[src/rtl/riscv_mc_pkg.sv]
// Shared types and encodings for the multicycle RV32I control path.
package riscv_mc_pkg;

  // Control FSM states.
  typedef enum logic [3:0] {
    S_FETCH    = 4'd0,
    S_DECODE   = 4'd1,
    S_MEMADR   = 4'd2,
    S_MEMREAD  = 4'd3,
    S_MEMWB    = 4'd4,
    S_MEMWRITE = 4'd5,
    S_EXECR    = 4'd6,
    S_EXECI    = 4'd7,
    S_ALUWB    = 4'd8,
    S_JAL      = 4'd9,
    S_JALR     = 4'd10,
    S_BRANCH   = 4'd11,
    S_TRAP     = 4'd12
  } state_t;

  // Major opcodes recognised by the decoder.
  localparam logic [6:0] OP_LOAD   = 7'b0000011;
  localparam logic [6:0] OP_STORE  = 7'b0100011;
  localparam logic [6:0] OP_R      = 7'b0110011;
  localparam logic [6:0] OP_I      = 7'b0010011;
  localparam logic [6:0] OP_LUI    = 7'b0110111;
  localparam logic [6:0] OP_JAL    = 7'b1101111;
  localparam logic [6:0] OP_JALR   = 7'b1100111;
  localparam logic [6:0] OP_BRANCH = 7'b1100011;

  // rd writeback mux select.
  localparam logic [1:0] RES_ALUOUT  = 2'b00;
  localparam logic [1:0] RES_MEMDATA = 2'b01;
  localparam logic [1:0] RES_ALURES  = 2'b10;

  // ALU operand A select.
  localparam logic [1:0] SRCA_PC    = 2'b00;
  localparam logic [1:0] SRCA_OLDPC = 2'b01;
  localparam logic [1:0] SRCA_RS1   = 2'b10;
  localparam logic [1:0] SRCA_ZERO  = 2'b11;

  // ALU operand B select.
  localparam logic [1:0] SRCB_RS2  = 2'b00;
  localparam logic [1:0] SRCB_IMM  = 2'b01;
  localparam logic [1:0] SRCB_FOUR = 2'b10;

  // ALU operation class.
  localparam logic [1:0] ALUOP_ADD   = 2'b00;
  localparam logic [1:0] ALUOP_CMP   = 2'b01;
  localparam logic [1:0] ALUOP_FUNCT = 2'b10;

endpackage

[src/rtl/riscv_mc_control_branch_cond.sv]
// Branch condition resolution from funct3 and the ALU compare flags.
module branch_cond (
  input  logic [2:0] funct3,
  input  logic       zero,
  input  logic       lt,
  input  logic       ltu,
  output logic       taken,
  output logic       bad_funct3
);

  // funct3 010/011 are not branch encodings and are flagged as bad.
  always_comb begin
    taken      = 1'b0;
    bad_funct3 = 1'b0;
    case (funct3)
      3'b000:  taken = zero;
      3'b001:  taken = ~zero;
      3'b100:  taken = lt;
      3'b101:  taken = ~lt;
      3'b110:  taken = ltu;
      3'b111:  taken = ~ltu;
      default: bad_funct3 = 1'b1;
    endcase
  end

endmodule

[src/rtl/riscv_mc_control.sv]
// Main control FSM of the multicycle RV32I core.
module riscv_mc_control
  import riscv_mc_pkg::*;
#(
  parameter int CNT_W = 32
) (
  input  logic             clk,
  input  logic             rst,
  input  logic [6:0]       opcode,
  input  logic [2:0]       funct3,
  input  logic             zero,
  input  logic             lt,
  input  logic             ltu,
  input  logic             mem_ready,
  output logic             pc_write,
  output logic             ir_write,
  output logic             adr_src,
  output logic             mem_write,
  output logic             reg_write,
  output logic [1:0]       result_src,
  output logic [1:0]       alu_src_a,
  output logic [1:0]       alu_src_b,
  output logic [1:0]       alu_op,
  output logic             illegal,
  output logic [CNT_W-1:0] instret
);

  state_t           state_q, state_d;
  logic [CNT_W-1:0] instret_q;
  logic             illegal_q;
  logic             retire;
  logic             br_taken, br_bad;

  branch_cond u_branch_cond (
    .funct3     (funct3),
    .zero       (zero),
    .lt         (lt),
    .ltu        (ltu),
    .taken      (br_taken),
    .bad_funct3 (br_bad)
  );

  // Next-state selection; retire marks the transitions that complete an instruction.
  always_comb begin
    state_d = state_q;
    retire  = 1'b0;
    case (state_q)
      S_FETCH:    if (mem_ready) state_d = S_DECODE;
      S_DECODE: begin
        case (opcode)
          OP_LOAD, OP_STORE: state_d = S_MEMADR;
          OP_R:              state_d = S_EXECR;
          OP_I, OP_LUI:      state_d = S_EXECI;
          OP_JAL:            state_d = S_JAL;
          OP_JALR:           state_d = S_JALR;
          OP_BRANCH:         state_d = S_BRANCH;
          default:           state_d = S_TRAP;
        endcase
      end
      S_MEMADR:   state_d = (opcode == OP_LOAD) ? S_MEMREAD : S_MEMWRITE;
      S_MEMREAD:  if (mem_ready) state_d = S_MEMWB;
      S_MEMWB: begin
        state_d = S_FETCH;
        retire  = 1'b1;
      end
      S_MEMWRITE: begin
        if (mem_ready) begin
          state_d = S_FETCH;
          retire  = 1'b1;
        end
      end
      S_EXECR, S_EXECI: state_d = S_ALUWB;
      S_ALUWB: begin
        state_d = S_FETCH;
        retire  = 1'b1;
      end
      S_JALR:     state_d = S_JAL;
      S_JAL:      state_d = S_ALUWB;
      S_BRANCH: begin
        if (br_bad) begin
          state_d = S_TRAP;
        end else begin
          state_d = S_FETCH;
          retire  = 1'b1;
        end
      end
      S_TRAP:     state_d = S_TRAP;
      default:    state_d = S_FETCH;
    endcase
  end

  // State, retired-instruction counter and sticky trap flag.
  always_ff @(posedge clk) begin
    if (rst) begin
      state_q   <= S_FETCH;
      instret_q <= '0;
      illegal_q <= 1'b0;
    end else begin
      state_q <= state_d;
      if (retire) instret_q <= instret_q + CNT_W'(1);
      if (state_d == S_TRAP) illegal_q <= 1'b1;
    end
  end

  // Datapath controls decoded from the current state; strobes are killed during reset.
  always_comb begin
    pc_write   = 1'b0;
    ir_write   = 1'b0;
    adr_src    = 1'b0;
    mem_write  = 1'b0;
    reg_write  = 1'b0;
    result_src = RES_ALUOUT;
    alu_src_a  = SRCA_PC;
    alu_src_b  = SRCB_RS2;
    alu_op     = ALUOP_ADD;
    case (state_q)
      S_FETCH: begin
        pc_write   = mem_ready;
        ir_write   = mem_ready;
        alu_src_b  = SRCB_FOUR;
        result_src = RES_ALURES;
      end
      S_DECODE: begin
        alu_src_a = SRCA_OLDPC;
        alu_src_b = SRCB_IMM;
      end
      S_MEMADR, S_JALR: begin
        alu_src_a = SRCA_RS1;
        alu_src_b = SRCB_IMM;
      end
      S_MEMREAD:  adr_src = 1'b1;
      S_MEMWB: begin
        result_src = RES_MEMDATA;
        reg_write  = 1'b1;
      end
      S_MEMWRITE: begin
        adr_src   = 1'b1;
        mem_write = 1'b1;
      end
      S_EXECR: begin
        alu_src_a = SRCA_RS1;
        alu_op    = ALUOP_FUNCT;
      end
      S_EXECI: begin
        alu_src_b = SRCB_IMM;
        if (opcode == OP_LUI) begin
          alu_src_a = SRCA_ZERO;
        end else begin
          alu_src_a = SRCA_RS1;
          alu_op    = ALUOP_FUNCT;
        end
      end
      S_ALUWB:    reg_write = 1'b1;
      S_JAL: begin
        alu_src_a = SRCA_OLDPC;
        alu_src_b = SRCB_FOUR;
        pc_write  = 1'b1;
      end
      S_BRANCH: begin
        alu_src_a = SRCA_RS1;
        alu_op    = ALUOP_CMP;
        pc_write  = br_taken & ~br_bad;
      end
      default: ;
    endcase
    if (rst) begin
      pc_write  = 1'b0;
      ir_write  = 1'b0;
      mem_write = 1'b0;
      reg_write = 1'b0;
    end
  end

  assign illegal = illegal_q;
  assign instret = instret_q;

endmodule

[config.mk]
export PLATFORM = sky130hd
export DESIGN_NAME = riscv_mc_control
export DESIGN_NICKNAME = d
export VERILOG_FILES = /design/src/rtl/riscv_mc_pkg.sv /design/src/rtl/riscv_mc_control_branch_cond.sv /design/src/rtl/riscv_mc_control.sv
export SDC_FILE = /design/constraint.sdc
export NUM_CORES = 1
export LEC_CHECK = 0
export CAP_MARGIN = 15
export CORE_MARGIN = 4
export CORE_UTILIZATION = 54
export CTS_BUF_LIST = sky130_fd_sc_hd__clkbuf_8
export CTS_CLUSTER_SIZE = 10
export DETAILED_ROUTE_END_ITERATION = 10
export GPL_ROUTABILITY_DRIVEN = 1
export PLACE_DENSITY = 0.88
export SLEW_MARGIN = 10
export SYNTH_ARGS = -nofsm -noshare
export SYNTH_HDL_FRONTEND = slang
export SYNTH_SLANG_ARGS = --single-unit
[constraint.sdc]
create_clock -name clk -period 4.6 [get_ports clk]
set_input_delay 1.38 -clock clk [delete_from_list [all_inputs] [get_ports clk]]
set_output_delay 1.38 -clock clk [all_outputs]
set_load 0.01 [all_outputs]
==> Word level (Yosys, flattened, before mapping) <==
Cells that the tools add are included.
{ "totals": {"register_bits": 37, "output_inout_bits": 46, "word_cells": 72} }
{ "op_classes": {"addsub": 1, "n_eq_ne": 26, "mux": 26, "n_bitwise": 4, "reduce_logical": 12} }
{ "op_table": {"columns": ["cell", "count"], "rows": [
  ["$pmux W4 S9", 1],
  ["$add A32 B1 Y32 const B", 1],
  ["$eq A4 B4 Y1 const B", 6],
  ["$pmux W4 S6", 1],
  ["$eq A7 B6 Y1 const B", 3],
  ["$eq A7 B7 Y1 const B", 3],
  ["$eq A4 B3 Y1 const B", 4],
  ["$mux W4", 4],
  ["$eq A3 B3 Y1 const B", 4],
  ["$pmux W2 S3", 2],
  ["$reduce_or A2 Y1", 6],
  ["$mux W1", 11],
  ["$eq A4 B2 Y1 const B", 2],
  ["$pmux W2 S2", 2],
  ["$reduce_or A4 Y1", 2],
  ["$eq A7 B2 Y1 const B", 1],
  ["$eq A7 B5 Y1 const B", 1],
  ["$pmux W1 S3", 2],
  ["$pmux W1 S6", 1],
  ["$reduce_or A6 Y1", 1],
  ["$eq A4 B1 Y1 const B", 1],
  ["$logic_not A4 Y1", 1],
  ["$eq A3 B1 Y1 const B", 1],
  ["$logic_not A3 Y1", 1],
  ["5 further kinds", 7]
]} }

==> Logic depth before layout (Yosys ltp) <==
Gate-level depths: netlist (run 1).
{ "depth": {"ltp_word": 5, "ltp_mapped": 8} }

==> Cells and area by module <==
From an unflattened synthesis (run 1), not the netlist that was laid out.
{ "unflattened": {"hier_cells": 276, "hier_area_um2": 2297.2} }
{ "by_module_without_submodules": {"columns": ["mod", "instances", "cells_each", "area_each_um2", "seq_area_each_um2"], "rows": [
  ["riscv_mc_control", 1, 270, 2250.9, 740.7],
  ["branch_cond", 1, 6, 46.3, 0.0]
]} }

==> Worst setup path before layout (run 1) <==
Ideal clock, no wire load.
{ "synth_timing": {"kind": "input port to output port", "startpoint": "input opcode[6]", "endpoint": "output alu_src_a[0]", "arrival_time_ps": 2108, "required_ps": 3220, "slack_ps": 1112, "cell_stages": 5, "cell_sequence": "clkbuf_1 -> nor3_1 -> nand2_1 -> o22ai_1 -> and2_1"} }
{ "synth_between": {"elab_chain_cells": 3} }
{ "synth_rtl": {"columns": ["element", "line_no", "source"], "rows": [
  ["from (decl)", "riscv_mc_control.sv:9", "input logic [6:0] opcode,"],
  ["$eq A7 B6 Y1", "riscv_mc_control.sv:146", "if (opcode == OP_LUI) begin"],
  ["$mux W1", "riscv_mc_control.sv:146", null],
  ["$pmux W2 S3", "riscv_mc_control.sv:116", "case (state_q)"],
  ["to (decl)", "riscv_mc_control.sv:21", "output logic [1:0] alu_src_a,"]
]} }
Every way passes these cells.

==> Worst setup path in the final report (run 1) <==
{ "layout_timing": {"startpoint": "input funct3[2]", "endpoint": "output pc_write"} }
{ "layout_between": {"elab_chain_cells": 5, "word_cells_on_any_way": 11, "cone_classes": "eq/ne: 5; mux: 3; bitwise: 1; reduce/logical: 2"} }
{ "layout_rtl": {"columns": ["element", "line_no", "source"], "rows": [
  ["from (decl)", "riscv_mc_control.sv:10", "input logic [2:0] funct3,"],
  ["$eq A3 B3 Y1 (tied with other cells)", "riscv_mc_control_branch_cond.sv:15", "case (funct3)"],
  ["$pmux W1 S6 or $reduce_or A6 Y1 (tied branches)", null, null],
  ["$and A1 B1 Y1 (*)", "riscv_mc_control.sv:162", "pc_write = br_taken & ~br_bad;"],
  ["$pmux W1 S3 (*)", "riscv_mc_control.sv:116", null],
  ["$mux W1 (*)", "riscv_mc_control.sv:166", "if (rst) begin"],
  ["to (decl)", "riscv_mc_control.sv:15", "output logic pc_write,"]
]} }
Every way passes the cells marked *; elsewhere a longest branch is shown, timed or not.

==> results.toml, run 1 <==
[sta]
grt_setup_unrepaired = "false"
maxClockFrequency_mhz = 223.6
maxSlewHeadroom = 0.4446
final.period_utilization = 0.9721
fin_skew_ns = 0.01472
tightest_slew_ns = 0.8320
hold_viol_final = 0
drv_slew = 0
final-setup-viol-count = 0
tns_ns = 0
period_needed_ns = 4.472

[drt]
drt_iter0_drc = 251
dr.pass1.iters = 4
viasPerCell = 6.061
drcViolationCount = 0
ant_nets = 0
wl_per_cell_um = 14.16
routed_wirelength_um = 5790
vias = 2479

[power]
power.density_nw_per_um2 = 251.8
p_leak_nw = 0.9938
power_uw = 765.1
peakVddDrop_uv = 169.3

[outcome]
status = "finished, final reports clean"

[hold_path]
worst_hold_path_type = "reg -> reg"
min_from = "instret[31]"
min_to = "instret[31]"
min_delay_path_depth = 2

[critical_path]
rr_startpoint = "state_q[2]"
r2r_cells = 6
cp_max_fo = 5
cp-start-kind = "input pin"
reg2reg_slack_ns = 1.84
cp_data_arrival_time_ns = 3.09
end_kind = "primary output"
cp_data_required_time_ns = 3.22
crit_type = "in -> out"
rr_endpoint = "instret[28]"

[final_layout]
layout.nets = 375
final_cell_mix = "61 x clkdlybuf4s50_1, 37 x dfxtp_1, 35 x a21oi_1, 25 x nand2_1, 18 x o31ai_1"
drive_gt1_frac = 0.06128
final_common_cell = "clkdlybuf4s50_1"
area_delta_synth_final_pct = 33.48
antenna_cells = 0
final_util = 0.7540

[yosys]
ys_types = 45
synth_top_family_by_area = "simple AND/OR/NAND/NOR gates"
synth-simple-area-share = 0.3315
synth_compound_area_frac = 0.2463
yosys-top-cells-area = "dfxtp_1 33%, a21oi_1 7.7%, o31ai_1 5.9%, or4_1 5.6%, nand2_1 4.1%"
ys.flop_type = "dfxtp_1"
synth.avg_cell_area_um2 = 7.586
synth_xor_area_frac = 0.02309
yosysWarnings = 0
yosysTopAreaCell = "dfxtp_1"
synth_fp_nets = 317
synthArstFlopShare = 0
synth-edff-count = 0
synthCells = 300
synth_area_um2 = 2276
synthAdderAreaFrac = 0.005498
yosysSeqAreaShare = 0.3255
synthMuxAreaShare = 0.01319
synth_seq_cells = 37
yosysTopAreaCellShare = 0.3255

[grt]
grt_max_degree = 33
track_usage = 0.2180
grt_pass1_wl_um = 9487
grt.overflow.total = 0
antenna_found_initial = 0
grt_pass1_vias = 2080

[clock_tree]
cts.sinks = 37
clkSlewWorstSetupHoldPaths_ns = 0.07
numCtsBuffers = 5
worstSkewPairLatency_ns = 0.29
cts_buffer_depth = 2
post-cts-setup-buffers = 0
tritoncts = "done"
cts.htree.levels = 2
clockRootBuffer = "clkbuf_8"

[floorplanning]
start_util = 0.5649
io_pins = 62
die_x_um = 72.92
die_height_um = 72.92
rows = 23
die_area_um2 = 5317
core-area_um2 = 4029

[place]
hpwl_um = 4142
io_buffers = 61
gp_congestion = 0.8198

[flow_run]
maxCapViolCount = 0
==> synth_stat cells (2+ instances only) <==
cell type / instances
a21o_1: 2
a21oi_1: 35
a22o_1: 2
a31oi_1: 3
and2_1: 2
and3_1: 5
and4_1: 2
clkbuf_1: 16
dfxtp_1: 37
inv_1: 12
mux2i_1: 3
nand2_1: 25
nand2b_1: 9
nand3_1: 13
nand3b_1: 2
nand4_1: 4
nor2_1: 15
nor2b_1: 3
nor3_1: 10
nor4_1: 3
o21a_1: 2
o21ai_0: 17
o22ai_1: 3
o31ai_1: 18
o32a_1: 3
or3_1: 14
or4_1: 17
or4b_2: 2
xnor2_1: 3
xor2_1: 3
==> stage by stage <==
stage          hold WS [ns]  std cells  instance area (µm²)  setup slack [ns]
5_1_grt              0.5027        409                 3038           0.03081
3_5_place_dp         0.4708        401                 2937            0.1107
3_3_place_gp         0.4617        401                 2937            0.1547
4_1_cts              0.4809        409                 3033            0.1142
2_1_floorplan        0.4959        300                 2276             1.112
6_report             0.4777        409                 3038            0.1283
==> final cells by class <==
cell class,instances,area [µm²]
clock inverter,2,13.76
timing repair buffer,70,678.2
sequential,37,740.7
clock buffer,6,82.58
tap,50,62.56
fill,307,991.0
multi-input combinational,232,1415
inverter,12,45.04
==> layer usage <==
layer  vias to the layer above  share of wire  track usage
met1                      1131           0.45       0.3019
li1                       1248              -            -
met5                         -              0            0
met2                        92           0.48       0.3537
met3                         8          0.057      0.03581
met4                         0         0.0095      0.05328
==> flip-flops by register name, summed over array words and instances (netlist names) <==
name	cells
state_q	4
illegal	1
instret	32
==> worst max path at each step <==
stage,startpoint,endpoint,cells past startpoint
CTS,funct3[2],pc_write,6
global placement,funct3[2],pc_write,6
finish,funct3[2],pc_write,6
floorplan,opcode[6],alu_src_a[0],5
global route,funct3[2],pc_write,6
detailed placement,funct3[2],pc_write,6
==> kinds of logic (layout without fill, tap and decap cells) <==
kind of cell | count (synthesis) | count (layout)
xor+xnor | 6 | 6
compound gates | 91 | 91
mux | 3 | 3
buf+inv | 31 | 90
flops | 37 | 37
fa+ha+maj | 1 | 1
simple gates | 131 | 131
==> critical path: stages <==
cell and delay, ns:
clkdlybuf4s50_1 0.54, mux2i_1 0.23, xor2_1 0.16, o211ai_1 0.10, a21o_1 0.21, clkdlybuf4s50_1 0.47
==> power by group <==
| part | switching (mW) | internal, mW |
|---|---|---|
| clock network | 0.115 | 0.121 |
| logic | 0.0867 | 0.0955 |
| registers | 0.0178 | 0.329 |
==> repair_timing <==
item	CTS	global route
endpoints found under the setup margin	0	1
resized for setup	0	1
hold buffers	0	0
Note: power is estimated with default switching activity, not from simulation.
==> run 2, diff against run 1 <==
--- a/config.mk
+++ b/config.mk
@@ -9,6 +9,7 @@
 export CORE_MARGIN = 4
 export CORE_UTILIZATION = 54
 export CTS_BUF_LIST = sky130_fd_sc_hd__clkbuf_8
+export CTS_CLUSTER_DIAMETER = 200
 export CTS_CLUSTER_SIZE = 10
 export DETAILED_ROUTE_END_ITERATION = 10
 export GPL_ROUTABILITY_DRIVEN = 1
==> results of run 2 <==
Final layout, timing and power as in run 1 (identical DEF).
